===== config.mk =====
export PLATFORM = sky130hd
export DESIGN_NAME = mips_fetch_queue
export DESIGN_NICKNAME = d
export VERILOG_FILES = /design/src/rtl/mips_fetch_queue.sv
export SDC_FILE = /design/constraint.sdc
export NUM_CORES = 1
export LEC_CHECK = 0
export CAP_MARGIN = 20
export CORE_ASPECT_RATIO = 2
export CORE_UTILIZATION = 50
export DETAILED_ROUTE_END_ITERATION = 12
export DONT_BUFFER_PORTS = 1
export PLACE_DENSITY = 0.63
export SLEW_MARGIN = 20
export SYNTH_ARGS = -nofsm -noshare
export SYNTH_HDL_FRONTEND = slang
export SYNTH_SLANG_ARGS = --single-unit

===== constraint.sdc =====
create_clock -name clk -period 8 [get_ports clk]
set_input_delay 0.8 -clock clk [delete_from_list [all_inputs] [get_ports clk]]
set_output_delay 0.8 -clock clk [all_outputs]
set_load 0.02 [all_outputs]

===== src/rtl/mips_fetch_queue.sv =====
// Instruction fetch front-end: sequential fetch address generation, credit-
// limited request issue to a variable-latency instruction memory, and a small
// prefetch FIFO of {inst, pc} pairs feeding decode. A redirect flushes the
// FIFO and discards every response still owed for pre-redirect requests.
//
// Handshakes: a transfer happens on a rising clk edge where valid and ready
// are both high. imem_req_valid is held until imem_req_ready, except in a
// redirect cycle, where it drops. dec_valid holds the head until dec_ready.
// imem_resp_valid has no ready: the credit rule reserves a FIFO slot for
// every outstanding request, so responses are always accepted.
module mips_fetch_queue #(
  parameter logic [31:0] RESET_PC = 32'h00100000,
  parameter int          DEPTH    = 4
) (
  input  logic        clk,
  input  logic        reset,
  output logic        imem_req_valid,
  input  logic        imem_req_ready,
  output logic [31:0] imem_req_addr,
  input  logic        imem_resp_valid,
  input  logic [31:0] imem_resp_data,
  output logic        dec_valid,
  input  logic        dec_ready,
  output logic [31:0] dec_inst,
  output logic [31:0] dec_pc,
  input  logic        redirect_valid,
  input  logic [31:0] redirect_pc
);

  localparam int AW = $clog2(DEPTH);
  localparam int CW = AW + 1;

  logic [31:0]   r_fetch_pc;
  logic [31:0]   r_resp_pc;
  logic [31:0]   r_inst [DEPTH];
  logic [31:0]   r_pc   [DEPTH];
  logic [AW-1:0] r_wr_ptr;
  logic [AW-1:0] r_rd_ptr;
  logic [CW-1:0] r_count;
  logic [CW-1:0] r_outstanding;
  logic [CW-1:0] r_drop_cnt;

  logic [CW:0]   w_credit_sum;
  logic          w_has_credit;
  logic          w_req_fire;
  logic          w_push;
  logic          w_drop;
  logic          w_pop;
  logic [31:0]   w_redirect_aligned;
  logic [CW-1:0] w_out_after_resp;

  // Buffered words plus words still owed by memory must fit in the FIFO.
  assign w_credit_sum = {1'b0, r_count} + {1'b0, r_outstanding};
  assign w_has_credit = (w_credit_sum < (CW+1)'(DEPTH));

  assign imem_req_valid = ~reset & ~redirect_valid & w_has_credit;
  assign imem_req_addr  = r_fetch_pc;
  assign w_req_fire     = imem_req_valid & imem_req_ready;

  // Stale responses are swallowed while drop_cnt is nonzero.
  assign w_drop = imem_resp_valid & (r_drop_cnt != '0);
  assign w_push = imem_resp_valid & (r_drop_cnt == '0);

  assign dec_valid = ~reset & (r_count != '0);
  assign dec_inst  = r_inst[r_rd_ptr];
  assign dec_pc    = r_pc[r_rd_ptr];
  assign w_pop     = dec_valid & dec_ready;

  assign w_redirect_aligned = redirect_pc & ~32'h3;
  assign w_out_after_resp   = r_outstanding - CW'(imem_resp_valid);

  // Control state: fetch/response PCs, FIFO pointers, credit and drop counters.
  always_ff @(posedge clk) begin
    if (reset) begin
      r_fetch_pc    <= RESET_PC;
      r_resp_pc     <= RESET_PC;
      r_wr_ptr      <= '0;
      r_rd_ptr      <= '0;
      r_count       <= '0;
      r_outstanding <= '0;
      r_drop_cnt    <= '0;
    end else if (redirect_valid) begin
      // Everything still in flight (minus a response landing now, which is
      // itself discarded) belongs to the old stream and must be dropped.
      r_fetch_pc    <= w_redirect_aligned;
      r_resp_pc     <= w_redirect_aligned;
      r_wr_ptr      <= '0;
      r_rd_ptr      <= '0;
      r_count       <= '0;
      r_outstanding <= w_out_after_resp;
      r_drop_cnt    <= w_out_after_resp;
    end else begin
      if (w_req_fire) begin
        r_fetch_pc <= r_fetch_pc + 32'd4;
      end
      r_outstanding <= r_outstanding + CW'(w_req_fire) - CW'(imem_resp_valid);
      if (w_drop) begin
        r_drop_cnt <= r_drop_cnt - 1'b1;
      end
      if (w_push) begin
        r_resp_pc <= r_resp_pc + 32'd4;
        r_wr_ptr  <= r_wr_ptr + 1'b1;
      end
      if (w_pop) begin
        r_rd_ptr <= r_rd_ptr + 1'b1;
      end
      r_count <= r_count + CW'(w_push) - CW'(w_pop);
    end
  end

  // FIFO storage: write the returned word with the PC it was fetched from.
  always_ff @(posedge clk) begin
    if (!reset && !redirect_valid && w_push) begin
      r_inst[r_wr_ptr] <= imem_resp_data;
      r_pc[r_wr_ptr]   <= r_resp_pc;
    end
  end

  // Memory must never answer without a pending request.
  always_ff @(posedge clk) begin
    if (!reset) begin
      assert (!(imem_resp_valid && (r_outstanding == '0)));
    end
  end

endmodule


* After elaboration in Yosys (flattened, before gate mapping)
Memories as Yosys holds them, arrays and structs flattened. A register that Yosys moved wholly into a read port is not among the register bits.
Index checks and enable logic that the tools add are counted.
** Cells by class
- $add $sub $neg :: 11
- Multipliers :: 0
- Div/mod/pow operators :: 0
- Magnitude comparators :: 1
- Equal/unequal tests :: 0
- Shift-type cells :: 0
- Mux-type cells :: 13
- Bitwise operators :: 9
- Reductions and logical operators :: 11
** Operators by type and width (number)
- two-way mux 32 bit :: 4
- adder 32 x 3 -> 32 bit, second input constant :: 2
- two-way mux 3 bit :: 3
- subtractor 3 x 1 -> 3 bit :: 3
- two-way mux 2 bit :: 4
- AND 1 bit :: 7
- adder 3 x 1 -> 3 bit :: 2
- nonzero test 2 bit :: 3
- nonzero test 3 bit :: 2
- adder 2 x 1 -> 2 bit, second input constant :: 2
- adder 3 x 3 -> 4 bit :: 1
- less-than comparator 4 x 3 -> 1 bit, second input constant :: 1
- zero test 3 bit :: 1
- subtractor 3 x 1 -> 3 bit, second input constant :: 1
- logical AND 1 bit :: 2
- zero test 1 bit :: 2
- two-way mux 1 bit :: 2
- inverter 1 bit :: 2
- OR reduction 2 bit :: 1
** Word-level totals
- Register bits :: 77
- Latch bits :: 0
- RAM bits :: 256
- ROM bits :: 0
- Input port bits :: 70
- Memories kept :: 2
** Memory list
- r_inst :: words 4, width 32, rd ports 1, clocked after memory_dff 1, wr ports 1, RTL line 35 : logic [31:0] r_inst [DEPTH];
- r_pc :: words 4, width 32, rd ports 1, clocked after memory_dff 1, wr ports 1, RTL line 36 : logic [31:0] r_pc [DEPTH];

* Longest topological paths before layout
Gate-level depths: netlist of the first run.
- Depth after elaboration :: 7
- Mapped depth :: 14
- Mapped depth without buffers :: 12

* Worst setup path after synthesis of the first run
No wires, ideal clock.
- Path kind :: input to register
- Start :: input port reset
- End :: register r_outstanding[2]
- Arrival time :: 3462 ps
- Slack :: 4410 ps
- Stages :: 14
- Path through :: clkbuf_1 > or2_2 > clkbuf_1 > nor3_4 > clkinv_1 > clkbuf_1 > ha_1 > inv_1 > ha_1 > fa_1 > xor2_1 > o21ai_0 > xnor2_1 > nor2_1
** Between the ends
- Longest elaborated chain between the ends :: 7
** Ends and longest elaborated chain
- start: declaration :: RTL line 16 : input logic reset,
- inverter 1 bit :: RTL line 56 : assign imem_req_valid = ~reset & ~redirect_valid & w_has_credit;
- AND 1 bit (2 in a row) :: RTL line 56
- AND 1 bit :: RTL line 58 : assign w_req_fire = imem_req_valid & imem_req_ready;
- adder 3 x 1 -> 3 bit :: RTL line 96 : r_outstanding <= r_outstanding + CW'(w_req_fire) - CW'(imem_resp_valid);
- subtractor 3 x 1 -> 3 bit :: RTL line 96
- two-way mux 3 bit :: RTL line 82 : end else if (redirect_valid) begin
- end signal: assignment :: RTL line 90 : r_outstanding <= w_out_after_resp;
- end signal: assignment :: RTL line 96
- end: declaration :: RTL line 40 : logic [CW-1:0] r_outstanding;
Parallel ways exist; a longest one is shown, timed or not.
A chain may end at the register's enable or synchronous reset.

* Final worst setup path of the first run
- Start :: register r_count[1]
- End :: register r_outstanding[2]
** Between the ends
- Longest elaborated chain between the ends :: 7
** Ends and longest elaborated chain
- start: declaration :: RTL line 39 : logic [CW-1:0] r_count;
- start signal: assignment :: RTL line 107 : r_count <= r_count + CW'(w_push) - CW'(w_pop);
- adder 3 x 3 -> 4 bit :: RTL line 53 : assign w_credit_sum = {1'b0, r_count} + {1'b0, r_outstanding};
- less-than comparator 4 x 3 -> 1 bit :: RTL line 54 : assign w_has_credit = (w_credit_sum < (CW+1)'(DEPTH));
- AND 1 bit :: RTL line 56
- AND 1 bit :: RTL line 58
- adder 3 x 1 -> 3 bit :: RTL line 96
- subtractor 3 x 1 -> 3 bit :: RTL line 96
- two-way mux 3 bit :: RTL line 82
Every way passes these cells.

==> impl_metrics.env, run 1 <==
export IMPL_clk_latency_ns=0.54
export IMPL_intPower_uw=2670
export IMPL_port_buffer_count=0
export IMPL_cap_violations=0
export IMPL_p_per_area_nw_per_um2=235.7
export IMPL_die_area_um2=27190
export IMPL_h_tree_depth=1
export IMPL_met1Wirelength_mm=9.755
export IMPL_startpoint_type="flop"
export IMPL_hold_class="in2reg"
export IMPL_clockRootBuffer="clkbuf_16"
export IMPL_viasPerCell=6.047
export IMPL_tns_ns=0
export IMPL_leakagePower_uw=0.004547
export IMPL_slew_headroom=0.3709
export IMPL_synthAdderAreaFrac=0.01814
export IMPL_highest_layer="met4"
export IMPL_route_met3_wl_mm=1.523
export IMPL_numCtsBuffers=28
export IMPL_syn_avg_cell_area_um2=15.30
export IMPL_cts_sinks=323
export IMPL_wl_per_cell_um=22.71
export IMPL_most_common_layout_cells="edfxtp_1 (248), dfxtp_1 (73), mux4_2 (62), nand2_1 (51), nor2_1 (42)"
export IMPL_fin_crit_ns=4.010
export IMPL_status="finished clean"
export IMPL_crit_required_ns=8.44
export IMPL_drt_total_wl_mm=27.78
export IMPL_p_clk_frac=0.395
export IMPL_dp_hpwl_mm=18.03
export IMPL_post_cts_resized=0
export IMPL_setup_violations_final=0
export IMPL_n_antenna_cell=0
export IMPL_synth_main_ff_cell="edfxtp_1"
export IMPL_grt_pass1_wl_mm=42.81
export IMPL_fp_row_count=83
export IMPL_layout_commonest_cell="edfxtp_1"
export IMPL_nets=950
export IMPL_synth_edf_count=248
export IMPL_cts_setup_buffers=0
export IMPL_io_pins=168
export IMPL_yosysWarnings=0
export IMPL_ys_ff_latch=323
export IMPL_cp_max_fo=31
export IMPL_grt_total_usage=0.2108
export IMPL_synth_top_family_by_area="multiplexers"
export IMPL_areaGrowthSynthToFinish_pct=9.266
export IMPL_worstPathArrival_ns=4.45
export IMPL_met2_length_mm=15.59
export IMPL_cts_tree="built"
export IMPL_ir_drop_v=0.0001567
export IMPL_num_vias=7395
export IMPL_synth_compound_area_frac=0.06253
export IMPL_clk_pin_slew_ns=0.07
export IMPL_cp_slowest_cell="nor3_4"
export IMPL_combinationalPowerShare=0.047
export IMPL_crit_chain="ha_1, a311o_1, nor3_4, clkinv_1, buf_4, ha_1, inv_1, ha_1, fa_1, xor2_1, o21ai_0, xnor2_1, nor2_1"
export IMPL_die_h_um=232.2
export IMPL_timing_worst_slew_pin_value_ns=0.9437
export IMPL_routabilityCongestion=0.8583
export IMPL_clock_skew_ns=0.01337
export IMPL_cp_slowest_stage_delay_ns=0.69
export IMPL_fmax_mhz=249.4
export IMPL_detail_route_antenna_nets=0
export IMPL_period_share=0.5012
export IMPL_cpMostUsedCell="ha_1"
export IMPL_p_sw_uw=740.7
export IMPL_holdWs_ns=0.3434
export IMPL_hold_violations=0
export IMPL_synth_simple_gate_area_frac=0.08407
export IMPL_grt_pass1_vias=7889
export IMPL_drive_above_1_share=0.1450
export IMPL_finalMaxSlewViolations=0
export IMPL_cts_hold_buf=0
export IMPL_synth_cell_types=60
export IMPL_synth_xor_xnor_area_share=0.02645
export IMPL_rsz0062_at_grt="false"
export IMPL_endpoint_kind="flop"
export IMPL_grt_max_degree=63
export IMPL_seq_area_frac_synth=0.6755
export IMPL_synth_cells=866
export IMPL_synth_async_sr_flop_share=0
export IMPL_synth_area_um2=13250
export IMPL_drtIter0Drc=400
export IMPL_coreArea_um2=25860
export IMPL_crit_type="reg2reg"
export IMPL_cts_buffer_depth=3
export IMPL_grt_overflow=0
export IMPL_fp_dieW_um=117.1
export IMPL_first_pass_iters=5
export IMPL_drc=0
export IMPL_start_util=0.5123
export IMPL_antenna_found_initial=0
export IMPL_synth_mux_area_frac=0.1086
export IMPL_seq_power_share=0.558
export IMPL_p_sw_frac=0.2172
==> logic make-up (layout without fill, tap and decap cells) <==
logic type                 after synthesis  in the layout
DFF                                    323            323
and+or+nand+nor                        216            216
AOI/OAI and AO/OA                      125            125
buffers and inverters                   77             91
muxes                                   66             66
xor gates and xnor gates                40             40
adders and majority gates               18             18
other                                    1              4
==> cells in the mapped netlist, drive strengths merged, types with 18 or more instances <==
master	instances	area (um^2)
nor3	20	111.4
nand2	51	191.4
a21oi	36	180.2
xor2	19	166.4
mux4	62	1396
clkbuf	28	105.1
xnor2	21	183.9
nor2	42	157.7
dfxtp	75	1501
inv	30	115.1
edfxtp	248	7447
nand4	24	150.1
nand3	21	105.1
buf	18	98.84
==> worst max-delay path, delay by kind of cell, from the launching register on <==
kind	cells	cell delay, ns
flops	1	0.40
xor+xnor	2	0.30
compound gates	2	0.63
fa+ha+maj	4	1.13
buf+inv	3	0.65
simple gates	2	0.75
==> power groups by stage <==
stage,combinational (uW),sequential [uW],clock [uW]
final,161,1900,1350
after floorplan,139,1920,0
after detailed placement,163,1940,0
after global placement,155,1940,0
after global routing,178,1910,1430
after CTS,163,1900,1370
==> metrics by stage <==
stage | utilization | setup WS [ns] | power (uW) | cell area [um^2] | std cells
global placement | 0.5243 | 4.038 | 2091 | 13560 | 1172
global route | 0.5597 | 3.820 | 3516 | 14470 | 1223
finish | 0.5597 | 3.990 | 3411 | 14470 | 1223
detailed placement | 0.5243 | 3.906 | 2103 | 13560 | 1172
CTS | 0.5595 | 4.006 | 3440 | 14470 | 1223
floorplan | - | 4.410 | 2063 | 13260 | 869
==> layer usage <==
| layer | global-route usage | vias to the layer above |
|---|---|---|
| li1 | - | 3361 |
| met1 | 0.2217 | 3735 |
| met2 | 0.4016 | 241 |
| met3 | 0.03341 | 58 |
| met4 | 0.08940 | 0 |
| met5 | 0 | - |
==> state kept, by name (all words and copies together) (netlist names), named ones only <==
name           cells
imem_req_addr     30
r_count            3
r_wr_ptr           2
r_pc             120
r_resp_pc         30
r_inst           128
r_rd_ptr           2
r_drop_cnt         3
r_outstanding      3
==> final cells by class <==
class,count,area [um^2]
Multi-Input combinational cell,469,3996
Tap cell,340,425.4
Timing Repair Buffer,9,67.56
Clock buffer,36,752.0
Sequential cell,323,8954
Inverter,31,118.9
Clock inverter,15,160.2
Fill cell,2029,11380
==> final timing paths <==
path,end,startpoint,slack [ns],depth (start not counted)
setup / recovery,r_outstanding[2],r_count[1],3.99,13
hold / removal,r_drop_cnt[1],reset,0.34,1
setup reg to reg,r_outstanding[2],r_count[1],3.99,13
hold reg to reg,r_wr_ptr[1],r_wr_ptr[1],0.53,2
Note: power is estimated with default switching activity, not from simulation.
==> inputs of run 2 (changes only) <==
==> constraint.sdc (replaced) <==
create_clock -name clk -period 4.14 [get_ports clk]
set_input_delay 0.414 -clock clk [delete_from_list [all_inputs] [get_ports clk]]
set_output_delay 0.414 -clock clk [all_outputs]
set_load 0.02 [all_outputs]
==> impl_metrics.env, run 2 (synthesis gave the netlist of run 1 again) <==
export IMPL_ir_drop_v=0.0002824
export IMPL_grt_pass1_vias=8075
export IMPL_wl_per_cell_um=22.26
export IMPL_tns_ns=0
export IMPL_placed_area_um2=13640
export IMPL_num_vias=7581
export IMPL_top_regs="r_inst: 128 flops, r_pc: 120 flops"
export IMPL_h_tree_depth=1
export IMPL_grt_max_degree=47
export IMPL_clock_skew_ns=0.01014
export IMPL_start_util=0.5123
export IMPL_finalInstanceArea_um2=14910
export IMPL_rsz0062_at_grt="false"
export IMPL_hold_class="in2reg"
export IMPL_setup_violations_final=0
export IMPL_p_per_area_nw_per_um2=439.8
export IMPL_fp_row_count=83
export IMPL_routabilityCongestion=0.8769
export IMPL_cts_setup_buffers=0
export IMPL_startpoint_type="flop"
export IMPL_fp_dieW_um=117.1
export IMPL_endpoint_kind="flop"
export IMPL_port_buffer_count=0
export IMPL_clk_latency_ns=0.54
export IMPL_p_sw_frac=0.2215
export IMPL_hold_violations=0
export IMPL_largest_register_ffs=128
export IMPL_most_common_layout_cells="edfxtp_1 (248), dfxtp_1 (73), mux4_2 (62), nand2_1 (51), nor2_1 (42)"
export IMPL_timing_worst_slew_pin_value_ns=1.007
export IMPL_drc=0
export IMPL_drt_total_wl_mm=28.16
export IMPL_p_sw_uw=1453
export IMPL_preCtsSetupSlack_ns=1.187
export IMPL_fmax_mhz=334.9
export IMPL_cap_violations=0
export IMPL_antenna_found_initial=1
export IMPL_first_pass_iters=4
export IMPL_cts_tree="built"
export IMPL_cp_top_family="adder cells"
export IMPL_clockRootBuffer="clkbuf_16"
export IMPL_drive_above_1_share=0.1461
export IMPL_numCtsBuffers=27
export IMPL_finalNonFillerCells=1265
export IMPL_finalMaxSlewViolations=0
export IMPL_crit_chain="ha_1, a311o_1, nor3_4, clkinv_1, ha_1, inv_1, ha_1, fa_1, xor2_1, o21ai_0, xnor2_1, nor2_1"
export IMPL_seq_power_share=0.561
export IMPL_combinationalPowerShare=0.056
export IMPL_cpMostUsedCell="ha_1"
export IMPL_period_share=0.7212
export IMPL_leakagePower_uw=0.004736
export IMPL_crit_type="reg2reg"
export IMPL_post_cts_resized=0
export IMPL_cp_slowest_cell="a311o_1"
export IMPL_dp_hpwl_mm=18.35
export IMPL_fin_crit_ns=2.986
export IMPL_cts_sinks=323
export IMPL_intPower_uw=5106
export IMPL_cts_buffer_depth=3
export IMPL_die_h_um=232.2
export IMPL_detail_route_antenna_nets=0
export IMPL_status="finished clean"
export IMPL_crit_required_ns=4.57
export IMPL_drtIter0Drc=584
export IMPL_coreArea_um2=25860
export IMPL_viasPerCell=5.993
export IMPL_grt_overflow=0
export IMPL_areaGrowthSynthToFinish_pct=12.59
export IMPL_holdWs_ns=0.02652
export IMPL_clk_pin_slew_ns=0.07
export IMPL_path_buf_inv=2
export IMPL_slew_headroom=0.3235
export IMPL_largest_register="r_inst"
export IMPL_dpl_cell_count=1176
export IMPL_nets=992
export IMPL_p_clk_frac=0.384
export IMPL_die_area_um2=27190
export IMPL_cp_slowest_stage_delay_ns=0.42
export IMPL_layout_commonest_cell="edfxtp_1"
export IMPL_worstPathArrival_ns=3.42
export IMPL_grt_pass1_wl_mm=43.22
export IMPL_grt_total_usage=0.2121
export IMPL_io_pins=168
export IMPL_cp_max_fo=4
export IMPL_cts_hold_buf=38
export IMPL_fin_ws_ns=1.154
==> run 2: cell count changes in the layout (fill, tap and decap cells not counted), moves of 2 or more <==
cell and delta:
buf_12 +5, dlygate4sd3_1 +37, inv_6 +2, clkinvlp_4 +2, clkbuf_1 -3, clkbuf_16 -2
clkinvlp_2 -2, clkinv_2 +4
==> run 2: area by class of cell <==
class	count	area (um^2)
antenna	1	2.502
clock buffer	31	690.7
clock inverter	18	178.9
fill	2008	10940
inverter	31	118.9
multi-input combinational	469	3991
sequential	323	8954
tap	340	425.4
timing repair buffer	52	553.0
==> run 2: metrics by stage <==
stage,total power [uW],utilization
after floorplan,3986,-
after global placement,4043,0.5274
after detailed placement,4063,0.5274
after CTS,6613,0.5761
after global routing,6768,0.5768
final,6559,0.5768
==> run 2: routing by layer <==
layer | vias to the layer above | track usage | part of all wire
met4 | 0 | 0.1052 | 0.041
met2 | 252 | 0.3950 | 0.55
li1 | 3452 | - | -
met3 | 72 | 0.03289 | 0.051
met1 | 3805 | 0.2257 | 0.35
met5 | - | 0 | 0
==> run 2: final timing paths <==
path,from,endpoint,slack [ns],depth (start not counted)
setup / recovery,r_count[1],r_outstanding[2],1.15,12
hold / removal,redirect_valid,imem_req_addr[22],0.03,2
setup reg to reg,r_count[1],r_outstanding[2],1.15,12
hold reg to reg,r_wr_ptr[1],r_wr_ptr[1],0.51,2
==> run 2: power groups by stage <==
stage	combinational (uW)	clock [uW]	sequential [uW]
finish	364	2520	3680
CTS	366	2570	3680
detailed placement	313	0	3750
floorplan	268	0	3720
global route	403	2680	3690
global placement	302	0	3740
